`config.mk`:
```
export PLATFORM = sky130hd
export DESIGN_NAME = coproc_pio_bridge
export DESIGN_NICKNAME = d
export VERILOG_FILES = /design/src/rtl/coproc_bridge_pkg.sv /design/src/rtl/coproc_sync_fifo.sv /design/src/rtl/coproc_pio_bridge.sv
export SDC_FILE = /design/constraint.sdc
export NUM_CORES = 1
export LEC_CHECK = 0
export ABC_CLOCK_PERIOD_IN_PS = 2200
export CAP_MARGIN = 20
export CORE_ASPECT_RATIO = 1.25
export CORE_MARGIN = 2
export CORE_UTILIZATION = 48
export DETAILED_ROUTE_END_ITERATION = 8
export GPL_ROUTABILITY_DRIVEN = 0
export PLACE_DENSITY = 0.84
export SETUP_SLACK_MARGIN = 0.15
export SYNTH_ARGS = -nofsm -noshare
export SYNTH_HDL_FRONTEND = slang
export SYNTH_SLANG_ARGS = --single-unit
```
`constraint.sdc`:
```
create_clock -name clk_clk -period 2.2 [get_ports clk_clk]
set_input_delay 0.33 -clock clk_clk [delete_from_list [all_inputs] [get_ports clk_clk]]
set_output_delay 0.33 -clock clk_clk [all_outputs]
set_load 0.01 [all_outputs]
```
`src/rtl/coproc_bridge_pkg.sv`:
```
// Shared constants for the HPS PIO <-> matrix coprocessor bridge: toggle bit offsets and status layout.
// Toggle offsets are measured down from the PIO MSB, so they stay valid for any PIO width.
package coproc_bridge_pkg;

  localparam int TOG_CMD_OFS = 1;
  localparam int TOG_POP_OFS = 2;
  localparam int TOG_CLR_OFS = 3;

  localparam int STATUS_W          = 8;
  localparam int STATUS_RES_VALID  = 0;
  localparam int STATUS_IFIFO_FULL = 1;
  localparam int STATUS_OVF        = 2;
  localparam int STATUS_ACK        = 3;
  localparam int STATUS_IDLE       = 4;

  typedef struct packed {
    logic cmd;
    logic pop;
    logic clr;
  } tog_t;

endpackage

```
`src/rtl/coproc_sync_fifo.sv`:
```
// Show-ahead synchronous FIFO; head data valid in the cycle after the push edge, zero when empty.
// Push is dropped when full unless a pop happens in the same cycle; pop on empty is ignored.
module coproc_sync_fifo #(
  parameter int WIDTH = 32,
  parameter int DEPTH = 4
) (
  input  logic                     clk,
  input  logic                     rst_n,
  input  logic                     push,
  input  logic [WIDTH-1:0]         push_dat,
  input  logic                     pop,
  output logic [WIDTH-1:0]         pop_dat,
  output logic                     full,
  output logic                     empty,
  output logic [$clog2(DEPTH):0]   count
);

  localparam int AW = $clog2(DEPTH);
  localparam int CW = AW + 1;

  logic [WIDTH-1:0] mem [DEPTH];
  logic [AW-1:0]    wr_ptr;
  logic [AW-1:0]    rd_ptr;
  logic [CW-1:0]    cnt;
  logic             do_push;
  logic             do_pop;

  assign full    = (cnt == CW'(DEPTH));
  assign empty   = (cnt == '0);
  assign do_pop  = pop & ~empty;
  assign do_push = push & (~full | do_pop);
  assign count   = cnt;
  assign pop_dat = empty ? '0 : mem[rd_ptr];

  // Power-of-two depth lets the pointers wrap naturally.
  always_ff @(posedge clk or negedge rst_n) begin
    if (!rst_n) begin
      wr_ptr <= '0;
      rd_ptr <= '0;
      cnt    <= '0;
    end else begin
      if (do_push) wr_ptr <= wr_ptr + 1'b1;
      if (do_pop)  rd_ptr <= rd_ptr + 1'b1;
      cnt <= cnt + {{AW{1'b0}}, do_push} - {{AW{1'b0}}, do_pop};
    end
  end

  always_ff @(posedge clk) begin
    if (do_push) mem[wr_ptr] <= push_dat;
  end

endmodule

```
`src/rtl/coproc_pio_bridge.sv`:
```
// Bridge from level-only HPS PIO words to a toggle command protocol with instruction/result queues.
// Command reaches cp_instr_o two edges after the PIO change; results stall via cp_result_ready_o when full.
module coproc_pio_bridge
  import coproc_bridge_pkg::*;
#(
  parameter int PIO_W       = 32,
  parameter int RES_W       = 32,
  parameter int IFIFO_DEPTH = 4,
  parameter int RFIFO_DEPTH = 4,
  localparam int INSTR_W    = PIO_W - 3
) (
  input  logic                clk_clk,
  input  logic                reset_reset_n,
  input  logic [PIO_W-1:0]    pio_instr_i,
  output logic [RES_W-1:0]    pio_data_o,
  output logic [STATUS_W-1:0] pio_status_o,
  output logic [INSTR_W-1:0]  cp_instr_o,
  output logic                cp_instr_valid_o,
  input  logic                cp_instr_ready_i,
  input  logic [RES_W-1:0]    cp_result_i,
  input  logic                cp_result_valid_i,
  output logic                cp_result_ready_o,
  input  logic                cp_busy_i
);

  logic [PIO_W-1:0] s_q;
  logic             primed;
  logic             ovf;
  logic             ack_tog;
  tog_t             prev_tog;
  tog_t             cur_tog;
  tog_t             raw_tog;
  tog_t             ev;

  logic                             iempty, ifull, rempty, rfull;
  logic [$clog2(IFIFO_DEPTH):0]     icount;
  logic [$clog2(RFIFO_DEPTH):0]     rcount;
  logic                             cp_xfer;
  logic                             ovf_set;

  assign cur_tog.cmd = s_q[PIO_W-TOG_CMD_OFS];
  assign cur_tog.pop = s_q[PIO_W-TOG_POP_OFS];
  assign cur_tog.clr = s_q[PIO_W-TOG_CLR_OFS];
  assign raw_tog.cmd = pio_instr_i[PIO_W-TOG_CMD_OFS];
  assign raw_tog.pop = pio_instr_i[PIO_W-TOG_POP_OFS];
  assign raw_tog.clr = pio_instr_i[PIO_W-TOG_CLR_OFS];

  assign ev      = primed ? tog_t'(cur_tog ^ prev_tog) : '0;
  assign cp_xfer = cp_instr_valid_o & cp_instr_ready_i;
  assign ovf_set = ev.cmd & ifull & ~cp_xfer;

  // The baseline is taken straight from the PIO word so a value held across reset is not a command.
  always_ff @(posedge clk_clk or negedge reset_reset_n) begin
    if (!reset_reset_n) begin
      s_q      <= '0;
      prev_tog <= '0;
      primed   <= 1'b0;
      ovf      <= 1'b0;
      ack_tog  <= 1'b0;
    end else begin
      s_q      <= pio_instr_i;
      prev_tog <= primed ? cur_tog : raw_tog;
      primed   <= 1'b1;
      if (ev.cmd) ack_tog <= ~ack_tog;
      if (ovf_set)     ovf <= 1'b1;
      else if (ev.clr) ovf <= 1'b0;
    end
  end

  coproc_sync_fifo #(.WIDTH(INSTR_W), .DEPTH(IFIFO_DEPTH)) u_ififo (
    .clk      (clk_clk),
    .rst_n    (reset_reset_n),
    .push     (ev.cmd),
    .push_dat (s_q[INSTR_W-1:0]),
    .pop      (cp_instr_ready_i),
    .pop_dat  (cp_instr_o),
    .full     (ifull),
    .empty    (iempty),
    .count    (icount)
  );

  assign cp_instr_valid_o  = ~iempty;
  assign cp_result_ready_o = primed & ~rfull;

  coproc_sync_fifo #(.WIDTH(RES_W), .DEPTH(RFIFO_DEPTH)) u_rfifo (
    .clk      (clk_clk),
    .rst_n    (reset_reset_n),
    .push     (cp_result_valid_i & cp_result_ready_o),
    .push_dat (cp_result_i),
    .pop      (ev.pop),
    .pop_dat  (pio_data_o),
    .full     (rfull),
    .empty    (rempty),
    .count    (rcount)
  );

  // Status reads all-zero until the first edge after reset.
  always_comb begin
    pio_status_o = '0;
    if (primed) begin
      pio_status_o[STATUS_RES_VALID]  = ~rempty;
      pio_status_o[STATUS_IFIFO_FULL] = ifull;
      pio_status_o[STATUS_OVF]        = ovf;
      pio_status_o[STATUS_ACK]        = ack_tog;
      pio_status_o[STATUS_IDLE]       = (icount == '0) & (rcount == '0) & ~cp_busy_i;
    end
  end

endmodule
```
After elaboration in Yosys (flattened, before gate mapping)

Memories as Yosys holds them, arrays and structs flattened.
Cells that the tools add are included.
Widths: inputs -> output; s select.

Register bits after elaboration: 52
Bits in writable memories: 244
Input port bits: 69
Output and inout port bits: 71
Logic and storage cells: 59
Memories: 2

Memories:

| name        | depth | width | rd ports | clocked after memory_dff | write ports | line                   | text |
|---|---|---|---|---|---|---|---|
| u_rfifo.mem | 4     | 32    | 1        | 0                        | 1           | coproc_sync_fifo.sv:21 | `logic [WIDTH-1:0] mem [DEPTH];` |
| u_ififo.mem | 4     | 29    | 1        | 0                        | 1           | coproc_sync_fifo.sv:21 |  |

$add $sub $neg: 8
Eq/ne operators: 2
Muxes and demuxes: 11
Bitwise operators: 20
Reductions and logical operators: 3

Operators with widths:

| operator            | number |
|---|---|
| $mux 32             | 1 |
| $mux 29             | 1 |
| $and 1x1->1         | 10 |
| $add 2x1->2 const B | 4 |
| $not 1->1           | 7 |
| $add 3x1->3         | 2 |
| $eq 3x3->1 const B  | 2 |
| $logic_not 3->1     | 2 |
| $mux 1              | 6 |
| $mux 3              | 2 |
| $sub 3x1->3         | 2 |
| $mux 5              | 1 |
| $xor 3x3->3         | 1 |
| $or 1x1->1          | 2 |
| $reduce_bool 2->1   | 1 |

Logic depth before layout (Yosys ltp)

Gate-level depths: netlist of run 1.

Word-level depth: 7
Mapped depth: 9
Mapped depth without buffers: 9

Modules after synthesis

Synthesis of run 1 repeated with hierarchy kept, for this count alone.

Cell total of the unflattened synthesis: 527
Area, all modules: 11267.1 µm²

Modules (own cells, without submodules):

| module                     | instances | cells each | area an instance (µm²) |
|---|---|---|---|
| coproc_sync_fifo (u_rfifo) | 1         | 241        | 5306.3 |
| coproc_sync_fifo (u_ififo) | 1         | 220        | 4804.6 |
| coproc_pio_bridge          | 1         | 66         | 1156.1 |

Least setup slack after synthesis of run 1

Ideal clock, no wire load.

Kind: register to register
Start point: reg u_rfifo.cnt[2] (netlist: u_rfifo.count[2])
End point: reg u_rfifo.cnt[2] (netlist: u_rfifo.count[2])
Arrival: 1.972 ns
Data required time: 2.075 ns
Setup slack: 0.103 ns
Stages on the path, launching flop included: 10
Buffers on the path: 0
Clock period less this slack: 2.097 ns
Cell sequence: dfrtp_1 nor3_2 nor3b_1 ha_1 inv_1 ha_1 inv_1 fa_1 xnor2_1 xnor2_1

Longest elaborated chain between the ends: 7
Elaborated cells between the ends (all ways): 11
Classes of those cells: 2 x add/sub; 1 x eq/ne; 7 x bitwise; 1 x reduce/logical

Ends and longest elaborated chain:

| item                     | line                   | text |
|---|---|---|
| from (decl)              | coproc_sync_fifo.sv:24 | `logic [CW-1:0] cnt;` |
| from (signal assigned)   | coproc_sync_fifo.sv:44 | `cnt <= cnt + {{AW{1'b0}}, do_push} - {{AW{1'b0}}, do_pop};` |
| $logic_not 3->1 (*)      | coproc_sync_fifo.sv:29 | `assign empty = (cnt == '0);` |
| $not 1->1 (*)            | coproc_sync_fifo.sv:30 | `assign do_pop = pop & ~empty;` |
| $and 1x1->1 (*)          | coproc_sync_fifo.sv:30 |  |
| named net u_rfifo.do_pop | coproc_sync_fifo.sv:26 | `logic do_pop;` |
| $or 1x1->1               | coproc_sync_fifo.sv:31 | `assign do_push = push & (~full \| do_pop);` |
| $and 1x1->1              | coproc_sync_fifo.sv:31 |  |
| $add 3x1->3              | coproc_sync_fifo.sv:44 |  |
| $sub 3x1->3 (*)          | coproc_sync_fifo.sv:44 |  |

The timed path passes the listed nets; every way through them passes the cells marked *.
A chain may end at the register's enable or synchronous reset.

Worst setup path after layout of run 1

Start point: reg u_rfifo.rd_ptr[0]
End point: out pio_data_o[1]

Longest elaborated chain between the ends: 2

Ends and longest elaborated chain:

| item                   | line                    | text |
|---|---|---|
| from (decl)            | coproc_sync_fifo.sv:23  | `logic [AW-1:0] rd_ptr;` |
| from (signal assigned) | coproc_sync_fifo.sv:43  | `if (do_pop) rd_ptr <= rd_ptr + 1'b1;` |
| $mem_v2 4x32           | --                      |  |
| $mux 32                | coproc_sync_fifo.sv:33  | `assign pop_dat = empty ? '0 : mem[rd_ptr];` |
| to (decl)              | coproc_pio_bridge.sv:15 | `output logic [RES_W-1:0] pio_data_o,` |

No other way between the ends.

==> results of run 1 <==
==> cells in the mapped netlist (all sizes together) <==
cell,number
edfxtp,244
mux4,61
dfrtp,52
and2,39
nor2b,17
and2b,15
buf,15
ha,11
inv,11
xnor2,11
clkbuf,10
mux2,5
nand2,5
nor2,3
xor2,3
a21oi,2
conb,2
fa,2
nand3,2
nor3,2
nor3b,2
nor4b,2
mux2i,1
nand4b,1
o21ai,1
or3,1
==> power by group <==
group	leakage, nW	switching, mW	internal, mW
clock	0.417	1.91	2.61
sequential	2.82	0.292	6.80
combinational	2.29	3.42	5.09
total	5.53	5.62	14.5
==> flip-flops by register name, indices dropped and copies added (netlist names), 2 cells and up <==
| name | cells |
|---|---|
| u_ififo.rd_ptr | 2 |
| u_ififo.mem | 116 |
| prev_tog | 3 |
| u_rfifo.rd_ptr | 2 |
| s_q | 32 |
| u_rfifo.mem | 128 |
| u_ififo.count | 3 |
| u_ififo.wr_ptr | 2 |
| u_rfifo.wr_ptr | 2 |
| u_rfifo.count | 3 |
==> worst register-to-register path, cell delays in order, from the launching register on <==
cell and delay [ns]:
dfrtp_1 0.41, nor3_4 0.27, buf_4 0.16, buf_6 0.11
nor3b_4 0.05, ha_1 0.27, inv_1 0.06, ha_2 0.16
inv_2 0.04, fa_2 0.34, xnor2_2 0.14, xnor2_1 0.13
==> layout make-up <==
class	instances	area (um2)	area share [%]
Clock buffer	45	806	5.38
Clock inverter	6	52.6	0.351
Inverter	11	41.3	0.276
Multi-Input combinational cell	190	2610	17.4
Sequential cell	296	8630	57.6
Tap cell	288	360	2.41
Timing Repair Buffer	224	2490	16.6
==> final timing paths <==
path,end,from,depth (start not counted),slack [ns]
setup reg to reg,u_rfifo.count[2],u_rfifo.count[2],11,-0.04
hold / removal,s_q[20],pio_instr_i[20],1,0.24
min in group asynchronous,s_q[4],reset_reset_n,2,0.29
max in group asynchronous,s_q[22],reset_reset_n,3,1.30
hold reg to reg,ack_tog,ack_tog,1,0.48
setup / recovery,pio_data_o[1],u_rfifo.rd_ptr[0],6,-0.30
==> cell families (layout without fill, tap and decap cells) <==
family	Yosys count	count (layout)	synth area share [%]
buf+inv	36	286	2.05
other cells	2	4	0.0666
xor+xnor	14	14	1.09
simple gates	89	89	5.25
mux	67	67	13.2
compound gates	3	3	0.166
flops	296	296	76.6
fa+ha+maj	13	13	1.58
==> repair_timing <==
item / 4_1_cts / 5_1_grt
setup endpoints to repair: 70 / 68
resized for setup: 382 / 57
cloned: 7 / 0
buffers inserted: 32 / 10
hold buffers: 1 / 0
endpoints found under the hold margin: 14 / 0
pin swaps: 22 / 14
==> per-layer routing <==
metal	vias up	GRT usage (%)	wire (um)	share of wire, %
met3	48	4.66	1710	7.1
met5	-	0	0	0
met2	239	34.8	13100	54
met4	0	5.63	665	2.7
li1	2476	-	-	-
met1	3042	22.9	8730	36
==> impl_metrics.tcl, run 1 <==
set metrics [dict create \
    drtIter0Drc 366 \
    max_clock_freq_mhz 400 \
    ctsLongestPathBuffers 3 \
    drive_above_1_share_pct 41.3 \
    antenna_found_initial 0 \
    required_ns 1.87 \
    cap_viol_max_count 0 \
    drc_errors 0 \
    final_util_pct 65.0 \
    port_buffers 136 \
    yosysTopAreaCellShare_pct 65.0 \
    placed_cells 959 \
    fin_cells 1060 \
    powerDensity_nw_per_um2 1340 \
    coreArea_um2 23000 \
    power_mw 20.1 \
    rsz0062_at_grt "yes" \
    status "complete, but fails checks" \
    vdd_ir_drop_max_uv 820 \
    ys_types 35 \
    failed_checks "setup timing" \
    syn_area_um2 11300 \
    min_period_over_period_pct 114 \
    netlist_instances 520 \
    synth_area_per_cell_um2 21.7 \
    cp_cell_sequence "buf_6 -> buf_12 -> buf_6 -> mux4_2 -> and2b_1 -> buf_6" \
    antenna_cells 0 \
    yosysWarnings 0 \
    placed_cell_area_um2 13300 \
    yosysTopAreaCell "edfxtp_1" \
    final_cell_mix "edfxtp_1 (244), buf_6 (71), clkdlybuf4s50_1 (67)" \
    final_common_cell "edfxtp_1" \
    min_period_ns 2.50 \
    critPathMostFrequentCell "buf_6" \
    critical_path.slowest_cell "mux4_2" \
    grt_pass1_vias 6420 \
    initial_core_util_pct 48.9 \
    critical_path_arrival_ns 2.17 \
    setup_viol 63 \
    max_stage_delay_ns 0.54 \
    grt-ovfl-total 0 \
    nFillCells 1494 \
    p_leak_nw 5.53 \
    stdcell_area_um2 15000 \
    synth_seq_area_share_pct 76.6 \
    fin_ws_ns -0.297 \
    synthTopCellsByArea "edfxtp_1 (65%), dfrtp_1 (12%), mux4_2 (9.4%)" \
    cpLargestDelayFamily "multiplexers" \
    clkTransAtPathRegs_ns 0.06 \
    ys_seq_elements 296 \
    ant_nets 0 \
    syn_to_final_growth_pct 32.9 \
    num_rows 62 \
    vias_per_cell 5.48 \
    vias 5805 \
    pin_count 140 \
    fin_hold_ws_ns 0.239 \
    chipWidth_um 141 \
    fin_worst_skew_ns 0.00928 \
    cts_buffers 28 \
    h-tree-depth 1 \
    layout.nets 833 \
    drtPass1Iterations 5 \
    grt_max_degree 33 \
    drt-wirelength-per-cell_um 22.9 \
    cp_num_buf_inv 4 \
    hp-class "input port to flop" \
    dp_hpwl_um 13700 \
    dieArea_um2 24700 \
    dpl_worst_slack_ns -0.0833 \
    routed_wl_um 24300 \
    tns_ns -11.21 \
    cp-start-kind "flop" \
    fp.dieH_um 175 \
    cp_max_fo 7 \
    clock-root-buffer "clkbuf_16" \
    path_class "flop to primary output" \
    grt_usage_pct 19.3 \
    clk_latency_ns 0.53 \
    hold_viol_final 0 \
    drv_slew 0 \
    end_kind "primary output" \
    grt_pass1_wl_um 36300 \
    tritoncts "yes" \
    clock-sinks 296 \
]
Power figures use the tool's default switching activity.
==> run 2, diff against run 1 <==
Settings changed: CTS_CLUSTER_SIZE set to 30.
==> results of run 2 <==
The final DEF is identical to that of run 1; final timing and power are the same.
==> run 3, diff against run 2 <==
Settings changed: CAP_MARGIN 20 to not set, CELL_PAD_IN_SITES_DETAIL_PLACEMENT set to 0, CELL_PAD_IN_SITES_GLOBAL_PLACEMENT set to 1, CORE_UTILIZATION 48 to 43, PLACE_DENSITY 0.84 to 0.86, SKIP_CTS_REPAIR_TIMING set to 1.
==> impl_metrics.tcl, run 3 (synthesized netlist as in run 1, its figures left out) <==
set metrics [dict create \
    min_period_over_period_pct 111 \
    required_ns 1.87 \
    critical_path_arrival_ns 2.11 \
    grt_max_degree 34 \
    clock-sinks 296 \
    critPathMostFrequentCell "buf_12" \
    initial_core_util_pct 43.5 \
    max_stage_delay_ns 0.50 \
    antenna_found_initial 0 \
    slew_headroom_pct 56.1 \
    grt_pass1_wl_um 33700 \
    grt-ovfl-total 0 \
    rsz0062_at_grt "yes" \
    critical_path.slowest_cell "mux4_2" \
    failed_checks "setup timing" \
    min_period_ns 2.44 \
    port_buffers 136 \
    setup_viol 62 \
    drv_slew 0 \
    grt_pass1_vias 5966 \
    largest_register_ffs 128 \
    cp_cell_sequence "buf_12 -> buf_6 -> buf_12 -> mux4_2 -> and2b_1 -> buf_2" \
    fp.dieH_um 185 \
    grt_usage_pct 16.0 \
    status "complete, but fails checks" \
    clk_latency_ns 0.54 \
    max_clock_freq_mhz 411 \
    tritoncts "yes" \
    final_common_cell "edfxtp_1" \
    syn_to_final_growth_pct 32.1 \
    hp-class "input port to flop" \
    fin_worst_skew_ns 0.0140 \
    path_class "flop to primary output" \
    cp_num_buf_inv 4 \
    p_leak_nw 5.49 \
    drt-wirelength-per-cell_um 21.2 \
    cap_viol_max_count 0 \
    vias 5568 \
    drc_errors 0 \
    cts_buffers 29 \
    num_rows 66 \
    vias_per_cell 5.12 \
    fin_hold_ws_ns 0.226 \
    end_kind "primary output" \
    worst_pin_slew_ns 0.659 \
    nFillCells 1905 \
    drtPass1Iterations 5 \
    clkTransAtPathRegs_ns 0.06 \
    top_regs "u_rfifo.mem (128), u_ififo.mem (116), s_q (32)" \
    h-tree-depth 1 \
    drive_above_1_share_pct 38.6 \
    routed_wl_um 23100 \
    antenna_cells 0 \
    cp-start-kind "flop" \
    ant_nets 0 \
    dp_hpwl_um 13200 \
    ctsLongestPathBuffers 3 \
    coreArea_um2 25900 \
    final_cell_mix "edfxtp_1 (244), clkdlybuf4s50_1 (67), mux4_2 (60)" \
    dieArea_um2 27500 \
    final_util_pct 57.4 \
    chipWidth_um 149 \
    pin_count 140 \
    largest_register "u_rfifo.mem" \
    clock-root-buffer "clkbuf_16" \
    vdd_ir_drop_max_uv 820 \
    cp_max_fo 8 \
    cpLargestDelayFamily "multiplexers" \
    powerDensity_nw_per_um2 1330 \
    hold_viol_final 0 \
    fin_ws_ns -0.236 \
    layout.nets 808 \
    r2r_slack_ns 0.04 \
    drtIter0Drc 328 \
]
[run 3: cell count changes in the layout (fill, tap and decap cells not counted), moves of 4 or more]
cell            change
and2_1              +8
buf_4               -8
buf_16              -5
clkbuf_1            -9
clkbuf_16           +6
and2_4              -4
dlymetal6s2s_1      +7
clkbuf_2           +11
buf_2              -16
buf_6              -16
and2_2              -4
[run 3: power by group]
group | switching, mW | internal, mW | leakage, nW
combinational | 3.23 | 4.62 | 2.20
sequential | 0.283 | 6.80 | 2.82
clock | 2.00 | 2.91 | 0.467
total | 5.51 | 14.3 | 5.49
[run 3: routing by layer]
metal | track usage, % | vias up | part of all wire [%] | wire (um)
met4 | 3.70 | 0 | 1.7 | 391
met3 | 3.99 | 31 | 7.8 | 1790
met5 | 0 | - | 0 | 0
li1 | - | 2428 | - | -
met1 | 19.9 | 2888 | 38 | 8700
met2 | 28.4 | 221 | 53 | 12200
[run 3: final timing paths]
kind	to	cells past startpoint	from
hold reg to reg	u_ififo.mem[0][24]	0	s_q[24]
min in group asynchronous	s_q[2]	2	reset_reset_n
setup / recovery	pio_data_o[21]	6	u_rfifo.rd_ptr[0]
max in group asynchronous	u_rfifo.rd_ptr[0]	3	reset_reset_n
setup reg to reg	u_rfifo.count[2]	10	u_rfifo.count[0]
hold / removal	s_q[5]	1	pio_instr_i[5]
[run 3: area by class of cell]
type                            count  area [um2]  area share (%)
Timing Repair Buffer              198        2230            15.0
Sequential cell                   296        8630            58.0
Inverter                           11        41.3           0.277
Tap cell                          340         425            2.86
Clock inverter                     18         194            1.30
Clock buffer                       35         758            5.09
Multi-Input combinational cell    190        2610            17.5
[run 3: per-stage QoR]
step                      power [mW]  TNS, ns  cells  area, um2  worst slack [ns]
after floorplan                 10.6        0    522      11300             0.158
after global routing            20.8   -13.42   1088      14900            -0.300
final                           19.8    -8.99   1088      14900            -0.236
after CTS                       18.5   -34.15   1059      14300            -0.625
after detailed placement        13.5   -0.100   1006      13300           -0.0817
after global placement          13.3        0   1006      13300          0.000410
[run 3: worst register-to-register path: stages, from the launching register on]
cell,delay (ns)
dfrtp_1,0.41
nor3_4,0.31
buf_6,0.15
nor3b_2,0.05
ha_1,0.27
inv_1,0.05
ha_1,0.14
inv_2,0.04
fa_2,0.35
xnor2_2,0.15
xnor2_1,0.12
